File: config.mk
export PLATFORM = sky130hd
export DESIGN_NAME = fc_rx_word_sync
export DESIGN_NICKNAME = d
export VERILOG_FILES = /design/src/rtl/fc_pkg.sv /design/src/rtl/fc_word_classify.sv /design/src/rtl/fc_rx_word_sync.sv
export SDC_FILE = /design/constraint.sdc
export NUM_CORES = 1
export LEC_CHECK = 0
export CAP_MARGIN = 20
export CORE_MARGIN = 8
export CORE_UTILIZATION = 35
export CTS_CLUSTER_DIAMETER = 60
export CTS_CLUSTER_SIZE = 14
export DETAILED_ROUTE_END_ITERATION = 10
export GPL_TIMING_DRIVEN = 0
export PLACE_DENSITY_LB_ADDON = 0.25
export SYNTH_ARGS = -nofsm -noshare
export SYNTH_HDL_FRONTEND = slang
export SYNTH_SLANG_ARGS = --single-unit
File: constraint.sdc
create_clock -name clk -period 5.8 [get_ports clk]
set_clock_uncertainty 0.05 [all_clocks]
set_input_delay 0.87 -clock clk [delete_from_list [all_inputs] [get_ports clk]]
set_output_delay 0.87 -clock clk [all_outputs]
set_load 0.01 [all_outputs]
File: src/rtl/fc_pkg.sv
`default_nettype none
// +----------------------------------------------------------------------------+
// | fc_pkg                                                                     |
// | Shared constants and types for the FC-1 receive word-synchronization path. |
// | Revision: 1.0                                                              |
// +----------------------------------------------------------------------------+
package fc_pkg;

  localparam logic [7:0] c_K28_5 = 8'hBC;

  typedef enum logic [1:0] {
    ST_LOSS_OF_SYNC = 2'd0,
    ST_SYNC_ACQ     = 2'd1,
    ST_SYNC_INV     = 2'd2
  } sync_state_t;

  typedef struct packed {
    logic [31:0] data;
    logic [3:0]  datak;
    logic        valid;
    logic        os;
  } fc_word_t;

endpackage
`default_nettype wire

File: src/rtl/fc_word_classify.sv
`default_nettype none
// +----------------------------------------------------------------------------+
// | fc_word_classify                                                           |
// | Classifies a PHY transmission word and registers it (pipeline stage 1).    |
// | Revision: 1.0                                                              |
// +----------------------------------------------------------------------------+
module fc_word_classify
  import fc_pkg::*;
(
  input  logic        clk,
  input  logic        reset_n,
  input  logic        i_rx_ready,
  input  logic [31:0] i_rx_data,
  input  logic [3:0]  i_rx_datak,
  input  logic [3:0]  i_rx_errdetect,
  input  logic [3:0]  i_rx_disperr,
  input  logic [3:0]  i_rx_syncstatus,
  output fc_word_t    o_word,
  output logic        o_ready
);

  logic     w_is_k28_5;
  logic     w_clean;
  fc_word_t w_word;
  fc_word_t r_word;
  logic     r_ready;

  // Only an ordered set may carry a K character, and only in byte 0.
  assign w_is_k28_5 = (i_rx_datak == 4'b0001) && (i_rx_data[7:0] == c_K28_5);
  assign w_clean    = (i_rx_errdetect == 4'b0000) && (i_rx_disperr == 4'b0000) &&
                      (i_rx_syncstatus == 4'b1111);

  always_comb begin
    w_word       = '0;
    w_word.data  = i_rx_data;
    w_word.datak = i_rx_datak;
    w_word.valid = w_clean && ((i_rx_datak == 4'b0000) || w_is_k28_5);
    w_word.os    = w_clean && w_is_k28_5;
  end

  always_ff @(posedge clk or negedge reset_n) begin
    if (!reset_n) begin
      r_word  <= '0;
      r_ready <= 1'b0;
    end else begin
      r_word  <= w_word;
      r_ready <= i_rx_ready;
    end
  end

  assign o_word  = r_word;
  assign o_ready = r_ready;

endmodule
`default_nettype wire

File: src/rtl/fc_rx_word_sync.sv
`default_nettype none
// +----------------------------------------------------------------------------+
// | fc_rx_word_sync                                                            |
// | FC-1 receive word sync: loss-of-sync state machine, tagging and counters.  |
// | Revision: 1.0                                                              |
// +----------------------------------------------------------------------------+
module fc_rx_word_sync
  import fc_pkg::*;
#(
  parameter int ACQUIRE_OS    = 3,
  parameter int INVALID_LIMIT = 4,
  parameter int GOOD_RUN      = 2,
  parameter int CNT_W         = 16
) (
  input  logic             clk,
  input  logic             reset_n,
  input  logic             rx_ready,
  input  logic [31:0]      rx_data,
  input  logic [3:0]       rx_datak,
  input  logic [3:0]       rx_errdetect,
  input  logic [3:0]       rx_disperr,
  input  logic [3:0]       rx_syncstatus,
  output logic [31:0]      out_data,
  output logic [3:0]       out_datak,
  output logic             out_valid,
  output logic             out_err,
  output logic             out_os,
  output logic             word_sync,
  output logic [CNT_W-1:0] los_count,
  output logic [CNT_W-1:0] invalid_count,
  input  logic             clear_counters
);

  localparam int c_ACQ_W   = $clog2(ACQUIRE_OS + 1);
  localparam int c_DEPTH_W = $clog2(INVALID_LIMIT + 1);
  localparam int c_GOOD_W  = $clog2(GOOD_RUN + 1);

  fc_word_t             w_s1_word;
  logic                 w_s1_ready;
  sync_state_t          r_state, w_state_nxt;
  logic [c_ACQ_W-1:0]   r_acq_cnt, w_acq_nxt, w_acq_inc;
  logic [c_DEPTH_W-1:0] r_inv_depth, w_depth_nxt, w_depth_inc;
  logic [c_GOOD_W-1:0]  r_good_run, w_good_nxt, w_good_inc;
  logic                 w_los_inc, w_inv_inc, w_fwd;
  logic [31:0]          r_out_data;
  logic [3:0]           r_out_datak;
  logic                 r_out_valid, r_out_err, r_out_os;
  logic [CNT_W-1:0]     r_los_count, r_invalid_count;

  fc_word_classify u_classify (
    .clk             (clk),
    .reset_n         (reset_n),
    .i_rx_ready      (rx_ready),
    .i_rx_data       (rx_data),
    .i_rx_datak      (rx_datak),
    .i_rx_errdetect  (rx_errdetect),
    .i_rx_disperr    (rx_disperr),
    .i_rx_syncstatus (rx_syncstatus),
    .o_word          (w_s1_word),
    .o_ready         (w_s1_ready)
  );

  assign w_acq_inc   = r_acq_cnt + 1'b1;
  assign w_depth_inc = r_inv_depth + 1'b1;
  assign w_good_inc  = r_good_run + 1'b1;

  // SYNC_ACQ is invalid depth 0; SYNC_INV covers depths 1..INVALID_LIMIT-1.
  always_comb begin
    w_state_nxt = r_state;
    w_acq_nxt   = r_acq_cnt;
    w_depth_nxt = r_inv_depth;
    w_good_nxt  = r_good_run;
    w_los_inc   = 1'b0;
    w_inv_inc   = 1'b0;
    if (!w_s1_ready) begin
      w_state_nxt = ST_LOSS_OF_SYNC;
      w_acq_nxt   = '0;
      w_depth_nxt = '0;
      w_good_nxt  = '0;
      w_los_inc   = (r_state != ST_LOSS_OF_SYNC);
    end else begin
      case (r_state)
        ST_LOSS_OF_SYNC: begin
          if (!w_s1_word.os) begin
            w_acq_nxt = '0;
          end else if (w_acq_inc == c_ACQ_W'(ACQUIRE_OS)) begin
            w_state_nxt = ST_SYNC_ACQ;
            w_acq_nxt   = '0;
          end else begin
            w_acq_nxt = w_acq_inc;
          end
        end
        default: begin
          if (!w_s1_word.valid) begin
            w_inv_inc  = 1'b1;
            w_good_nxt = '0;
            if (w_depth_inc == c_DEPTH_W'(INVALID_LIMIT)) begin
              w_state_nxt = ST_LOSS_OF_SYNC;
              w_depth_nxt = '0;
              w_los_inc   = 1'b1;
            end else begin
              w_state_nxt = ST_SYNC_INV;
              w_depth_nxt = w_depth_inc;
            end
          end else if (r_state == ST_SYNC_INV) begin
            if (w_good_inc == c_GOOD_W'(GOOD_RUN)) begin
              w_good_nxt = '0;
              if (r_inv_depth == c_DEPTH_W'(1)) begin
                w_state_nxt = ST_SYNC_ACQ;
                w_depth_nxt = '0;
              end else begin
                w_depth_nxt = r_inv_depth - 1'b1;
              end
            end else begin
              w_good_nxt = w_good_inc;
            end
          end
        end
      endcase
    end
  end

  assign w_fwd = (w_state_nxt != ST_LOSS_OF_SYNC);

  always_ff @(posedge clk or negedge reset_n) begin
    if (!reset_n) begin
      r_state     <= ST_LOSS_OF_SYNC;
      r_acq_cnt   <= '0;
      r_inv_depth <= '0;
      r_good_run  <= '0;
      r_out_data  <= '0;
      r_out_datak <= '0;
      r_out_valid <= 1'b0;
      r_out_err   <= 1'b0;
      r_out_os    <= 1'b0;
    end else begin
      r_state     <= w_state_nxt;
      r_acq_cnt   <= w_acq_nxt;
      r_inv_depth <= w_depth_nxt;
      r_good_run  <= w_good_nxt;
      r_out_data  <= w_s1_word.data;
      r_out_datak <= w_s1_word.datak;
      r_out_valid <= w_fwd;
      r_out_err   <= w_fwd && !w_s1_word.valid;
      r_out_os    <= w_fwd && w_s1_word.os;
    end
  end

  // Clear wins over a same-cycle increment; both counters stick at all-ones.
  always_ff @(posedge clk or negedge reset_n) begin
    if (!reset_n) begin
      r_los_count     <= '0;
      r_invalid_count <= '0;
    end else if (clear_counters) begin
      r_los_count     <= '0;
      r_invalid_count <= '0;
    end else begin
      if (w_los_inc && (r_los_count != '1)) begin
        r_los_count <= r_los_count + 1'b1;
      end
      if (w_inv_inc && (r_invalid_count != '1)) begin
        r_invalid_count <= r_invalid_count + 1'b1;
      end
    end
  end

  assign out_data      = r_out_data;
  assign out_datak     = r_out_datak;
  assign out_valid     = r_out_valid;
  assign out_err       = r_out_err;
  assign out_os        = r_out_os;
  assign word_sync     = (r_state != ST_LOSS_OF_SYNC);
  assign los_count     = r_los_count;
  assign invalid_count = r_invalid_count;

endmodule
`default_nettype wire

==> Word-level counts from Yosys, hierarchy flattened <==
Index checks and enable logic that the tools add are counted.
{ "word_totals": {"rom_bits": 0, "ram_bits": 0, "latch_bits": 0, "register_bits": 119, "out_inout_bits": 72, "mem_count": 0, "inputBits": 52, "word_cells": 93} }
{ "op_classes": {"shifts": 0, "addsub": 6, "n_reduce_logical": 21, "multipliers": 0, "n_mux": 36, "n_eq_ne": 14, "n_lt_le_gt_ge": 0, "div_mod_pow": 0, "bitwise_logic": 0} }
{ "ops": {"columns": ["operator", "n"], "rows": [
  ["$mux 16", 4],
  ["$mux 2", 18],
  ["$add 16x1->16 const B", 2],
  ["$ne 16x16->1 const B", 2],
  ["$mux 3", 7],
  ["$logic_not 4->1", 3],
  ["$logic_and 1x1->1", 9],
  ["$eq 8x8->1 const B", 1],
  ["$reduce_bool 2->1", 4],
  ["$mux 1", 7],
  ["$eq 2x2->1 const B", 3],
  ["$ne 3x3->1 const B", 2],
  ["$add 2x1->2 const B", 2],
  ["$eq 4x1->1 const B", 1],
  ["$eq 4x4->1 const B", 1],
  ["$ne 2x2->1 const B", 2],
  ["$add 3x1->3 const B", 1],
  ["$eq 3x1->1 const B", 1],
  ["$eq 3x3->1 const B", 1],
  ["$reduce_and 3->1", 1],
  ["$sub 3x1->3 const B", 1],
  ["$logic_not 2->1", 1],
  ["$reduce_and 2->1", 1],
  ["$logic_not 1->1", 1],
  ["$logic_or 1x1->1", 1]
]} }

==> Depth between registers and ports, before layout <==
{ "depth": {"word_depth": 9, "mapped_depth": 7, "depth_no_buf": 6} }

==> By module <==
Synthesis repeated with hierarchy kept, for this count alone.
{ "unflattened": {"hier_cells": 338, "hier_area_um2": 4327.9} }
{ "modules_own_cells": {"columns": ["module", "instances", "seq_area_each_um2", "cells_per_inst", "area_per_inst_um2"], "rows": [
  ["fc_rx_word_sync", 1, 2001.9, 288, 3259.4],
  ["fc_word_classify", 1, 975.9, 50, 1068.5]
]} }

==> Least setup slack after synthesis <==
No wires, ideal clock.
{ "synth_path": {"path_kind": "flip-flop to flip-flop", "start": "reg r_inv_depth[0]", "end": "reg r_los_count[13], in the netlist los_count[13]", "period_less_slack_ps": 2016, "stages_incl_launch_ff": 7, "t_arrival_ps": 1888, "path_slack_ps": 3784, "setup_time_ps": 78, "n_path_buf": 0, "required_time_ps": 5672, "cell_sequence": "dfrtp_1 ha_1 ha_1 nand2b_4 a2111o_1 or4_1 a21oi_1"} }
{ "synth_between": {"elab_chain_len": 8} }
{ "synth_rtl": {"columns": ["item", "line", "text"], "rows": [
  ["start, declared", "fc_rx_word_sync.sv:42", "logic [c_DEPTH_W-1:0] r_inv_depth, w_depth_nxt, w_depth_inc;"],
  ["start signal, assigned", "fc_rx_word_sync.sv:139", "r_inv_depth <= w_depth_nxt;"],
  ["$add 3x1->3", "fc_rx_word_sync.sv:64", "assign w_depth_inc = r_inv_depth + 1'b1;"],
  ["$eq 3x3->1", "fc_rx_word_sync.sv:97", "if (w_depth_inc == c_DEPTH_W'(INVALID_LIMIT)) begin"],
  ["$mux 1", "fc_rx_word_sync.sv:97", null],
  ["$mux 1", "fc_rx_word_sync.sv:94", "if (!w_s1_word.valid) begin"],
  ["$mux 1", "fc_rx_word_sync.sv:82", "case (r_state)"],
  ["$mux 1", "fc_rx_word_sync.sv:75", "if (!w_s1_ready) begin"],
  ["$logic_and 1x1->1", "fc_rx_word_sync.sv:158", "if (w_los_inc && (r_los_count != '1)) begin"],
  ["$reduce_bool 2->1 (no source line)", null, null],
  ["end signal, assigned", "fc_rx_word_sync.sv:159", "r_los_count <= r_los_count + 1'b1;"],
  ["end, declared", "fc_rx_word_sync.sv:48", "logic [CNT_W-1:0] r_los_count, r_invalid_count;"]
]} }
Every way passes these cells.
A chain may end at the register's enable or synchronous reset.

==> Worst setup path in the final report <==
{ "layout_path": {"start": "reg r_state[0]", "end": "out word_sync"} }
{ "layout_between": {"elab_chain_len": 1} }
{ "layout_rtl": {"columns": ["item", "line", "text"], "rows": [
  ["start, declared", "fc_rx_word_sync.sv:40", "sync_state_t r_state, w_state_nxt;"],
  ["start signal, assigned", "fc_rx_word_sync.sv:137", "r_state <= w_state_nxt;"],
  ["$reduce_bool 2->1", "fc_rx_word_sync.sv:172", "assign word_sync = (r_state != ST_LOSS_OF_SYNC);"],
  ["end, declared", "fc_rx_word_sync.sv:28", "output logic word_sync,"]
]} }
Every way passes these cells.

==> qor.txt <==
# setup viols final: 0
GRT Total Usage: 13.9%
Syn-to-layout area delta: 45.2%
Hpwl dp: 7.93 mm
# diodes: 0
Critical-path cell list: nor2_1 -> inv_1 -> buf_2 -> clkdlybuf4s50_1
FF+latch area: 2980 sq um
Minimum clock period: 3.08 ns
I/O pin cnt: 124
Hold WC Path Type: in2async
Setup slack after layout: 2.72 ns
Synth Area in XOR/XNOR: 0.195%
R2R Path Start: r_inv_depth[0]$_DFFE_PN0P_
WP buf/inv: 3
Rows: 41
Switching Fraction: 23.0%
Reg2reg end: los_count[13]$_DFFE_PN0P_
Initial DRC Count: 239
Yosys top cell area share: 66.3%
Crit path max fanout: 10
Delay-heaviest family, CP: buffers and inverters
Avg Cell Area, Syn: 12.6 sq um
DRT Wirelength: 11.0 mm
Fmax: 325 MHz
Largest net degree at the start of global routing: 86
Die Span Y: 129 um
Die W: 129 um
Clock transition at path regs: 0.06 ns
Number of global-route vias before repair: 3,478
Power consumption: 1.97 mW
Final hold viol count: 0
CP max stage delay: 0.50 ns
#FFs+latches synth: 119
Switching power total: 0.454 mW
Cts bufs inserted: 17
H-tree lvl count: 4
Wire per inst: 16.1 um
Synthesized netlist cell count: 358
Area leader, netlist: dfrtp_1
Drt via density: 5.03
CP Capture Type: output port
Multi-input gate area: 1420 sq um
CP max stage cell: clkdlybuf4s50_1
Ys async rst share: 100%
CTS Buffer Depth: 2
Status: completed
Worst skew pair latency: 0.41 ns
Pint: 1.52 mW
CTS Root Buffer Type: clkbuf_16
Crit path kind: reg2out
Clock Power Share: 49.5%
Fin crit share: 53.1%
Non-filler cells in the finished layout: 686
Gpl congestion: 0.835
Post-CTS setup buffers: 0
Critical Path AT: 2.16 ns
Mapped cell area: 4490 sq um
Commonest non-fill, non-tap cell in the layout: clkdlybuf4s50_1
Place WS: 3.19 ns
Netlist cell types: 48
Die Area: 16,700 sq um
Commonest non-fill, non-tap cells in the layout: 122 x clkdlybuf4s50_1, 119 x dfrtp_1, 29 x a21oi_1
Synth Area in Compound Gates: 10.7%
Seq/Total Area, Yosys: 66.3%
R2R cell count: 6
Hold-fix buffers, CTS: 0
# fillers: 1,097
Critical path startpoint category: register
Core outline area: 12,600 sq um
Port Buffers: 123
Drt first pass iters: 7
Power per cell area: 303 nW/um^2
Post-route ant nets: 0
Post-Synth Adder-Cell Area: 1.95%
R2R Setup Slk: 3.56 ns
Max_cap viols: 0
Initial antenna violation count: 0
Syn_nets: 417
Overflow left after global routing: 0
CP Data Required Time: 4.88 ns
Layout cell share with drive strength beyond 1: 10.1%
Largest family of logic cells by synthesized area: simple AND/OR/NAND/NOR gates
Initial Util: 35.7%
Post-CTS sizing: 0
Synth Area in Simple Gates: 15.6%
Total Nets Final: 560
Post-synth EDFFs: 0
Clk sinks: 119
Vias: 3,453
TritonCTS clock tree: yes
Max-slew violations: 0
Primary FF master, synth: dfrtp_1
Worst slew pin tran: 0.746 ns
Comb pwr share: 6.4%
Placed cell count: 654
Synth area leaders: dfrtp_1 66%, a21oi_1 3.2%, o31ai_1 2.3%, mux2_2 2.3%, ha_1 1.9%
Worst path depth: 4
Mux cell area share after synthesis: 3.15%
Remaining DRCs: 0
Worst VDD drop: 0.000255 V
Slew HR: 49.9%
Number of synthesis warnings: 0
Seq pwr share: 44.1%
Leakage: 2.65 nW
First-pass GRT wire length: 17.8 mm
RSZ-0062 raised after global routing: false
==> worst reg2reg max path, cell delays in order (launching register included) <==
cell and delay (ns):
dfrtp_1 0.41, ha_1 0.20, ha_1 0.19, nand2b_4 0.09, a2111o_1 0.53, or4_1 0.50, a21oi_1 0.18
==> power groups by stage <==
stage / Clock, mW / Sequential [mW] / Combinational [mW]
floorplan: 0 / 0.890 / 0.0312
finish: 0.977 / 0.870 / 0.127
global placement: 0 / 0.884 / 0.124
global route: 1.05 / 0.873 / 0.139
detailed placement: 0 / 0.885 / 0.129
CTS: 1.00 / 0.871 / 0.130
==> flip-flops by register name, indices dropped and copies added, names as in the netlist <==
name / cells
out_os: 1
r_acq_cnt: 2
invalid_count: 16
r_inv_depth: 3
out_datak: 4
u_classify.o_word: 38
u_classify.o_ready: 1
los_count: 16
out_valid: 1
out_err: 1
out_data: 32
r_state: 2
r_good_run: 2
==> cell families after synthesis <==
group                    Yosys count
AND/OR/NAND/NOR                  119
XOR/XNOR                           1
buffers and inverters             25
multiplexers                      13
flip-flops                       119
adder cells (fa/ha/maj)            7
AO/OA/AOI/OAI                     74
==> routing by layer <==
layer | vias up | part of all wire (%) | track usage [%]
li1 | 1604 | - | -
met1 | 1740 | 39 | 15.3
met2 | 91 | 54 | 23.4
met3 | 18 | 5.2 | 4.72
met5 | - | 0 | 0
met4 | 0 | 2.0 | 7.60
==> worst max path at each step <==
stage                                     startpoint  slack (ns)                            end
after floorplan           r_inv_depth[0]$_DFFE_PN0P_        3.78      los_count[13]$_DFFE_PN0P_
after global placement                       reset_n       -0.61  invalid_count[13]$_DFFE_PN0P_
after detailed placement              clear_counters        3.19      los_count[13]$_DFFE_PN0P_
after CTS                       r_state[0]$_DFF_PN0_        2.73                      word_sync
after global routing            r_state[1]$_DFF_PN0_        2.60                      word_sync
final                           r_state[0]$_DFF_PN0_        2.72                      word_sync
==> synth_stat cells, types with 2 or more instances <==
cell type	number
a31oi_1	2
a211oi_1	3
nand3_1	12
a211o_1	2
nand3b_1	3
and3_1	4
nor2b_1	8
o41ai_1	3
nand2b_1	3
or4_1	11
or3_1	9
o21a_1	2
o211ai_1	3
nand2_1	19
ha_1	7
nand4b_1	2
nor4_1	4
o31ai_1	14
dfrtp_1	119
mux2_2	9
a2111o_1	2
clkbuf_1	8
nor2_1	18
mux2i_1	4
o311ai_0	2
o21ai_0	7
inv_1	13
a21oi_1	29
nor4b_1	3
buf_2	3
o21bai_1	2
nand4_1	12
==> stage by stage <==
step           instance area (sq um)  utilization [%]  hold slack [ns]  setup TNS, ns
2_1_floorplan                   4490                -            0.281              0
3_3_place_gp                    5940             47.3            0.282         -71.20
3_5_place_dp                    5970             47.5            0.285              0
4_1_cts                         6520             51.9            0.287              0
5_1_grt                         6520             51.9            0.296              0
6_report                        6520             51.9            0.288              0
==> final cells by class <==
cell class	count	area share, %
inverter	13	0.748
tap	172	3.30
sequential	119	45.7
clock inverter	14	1.92
timing repair buffer	124	19.3
buffer	12	0.748
multi-input combinational	214	21.7
clock buffer	18	6.58
Note: power is estimated with default switching activity, not from simulation.
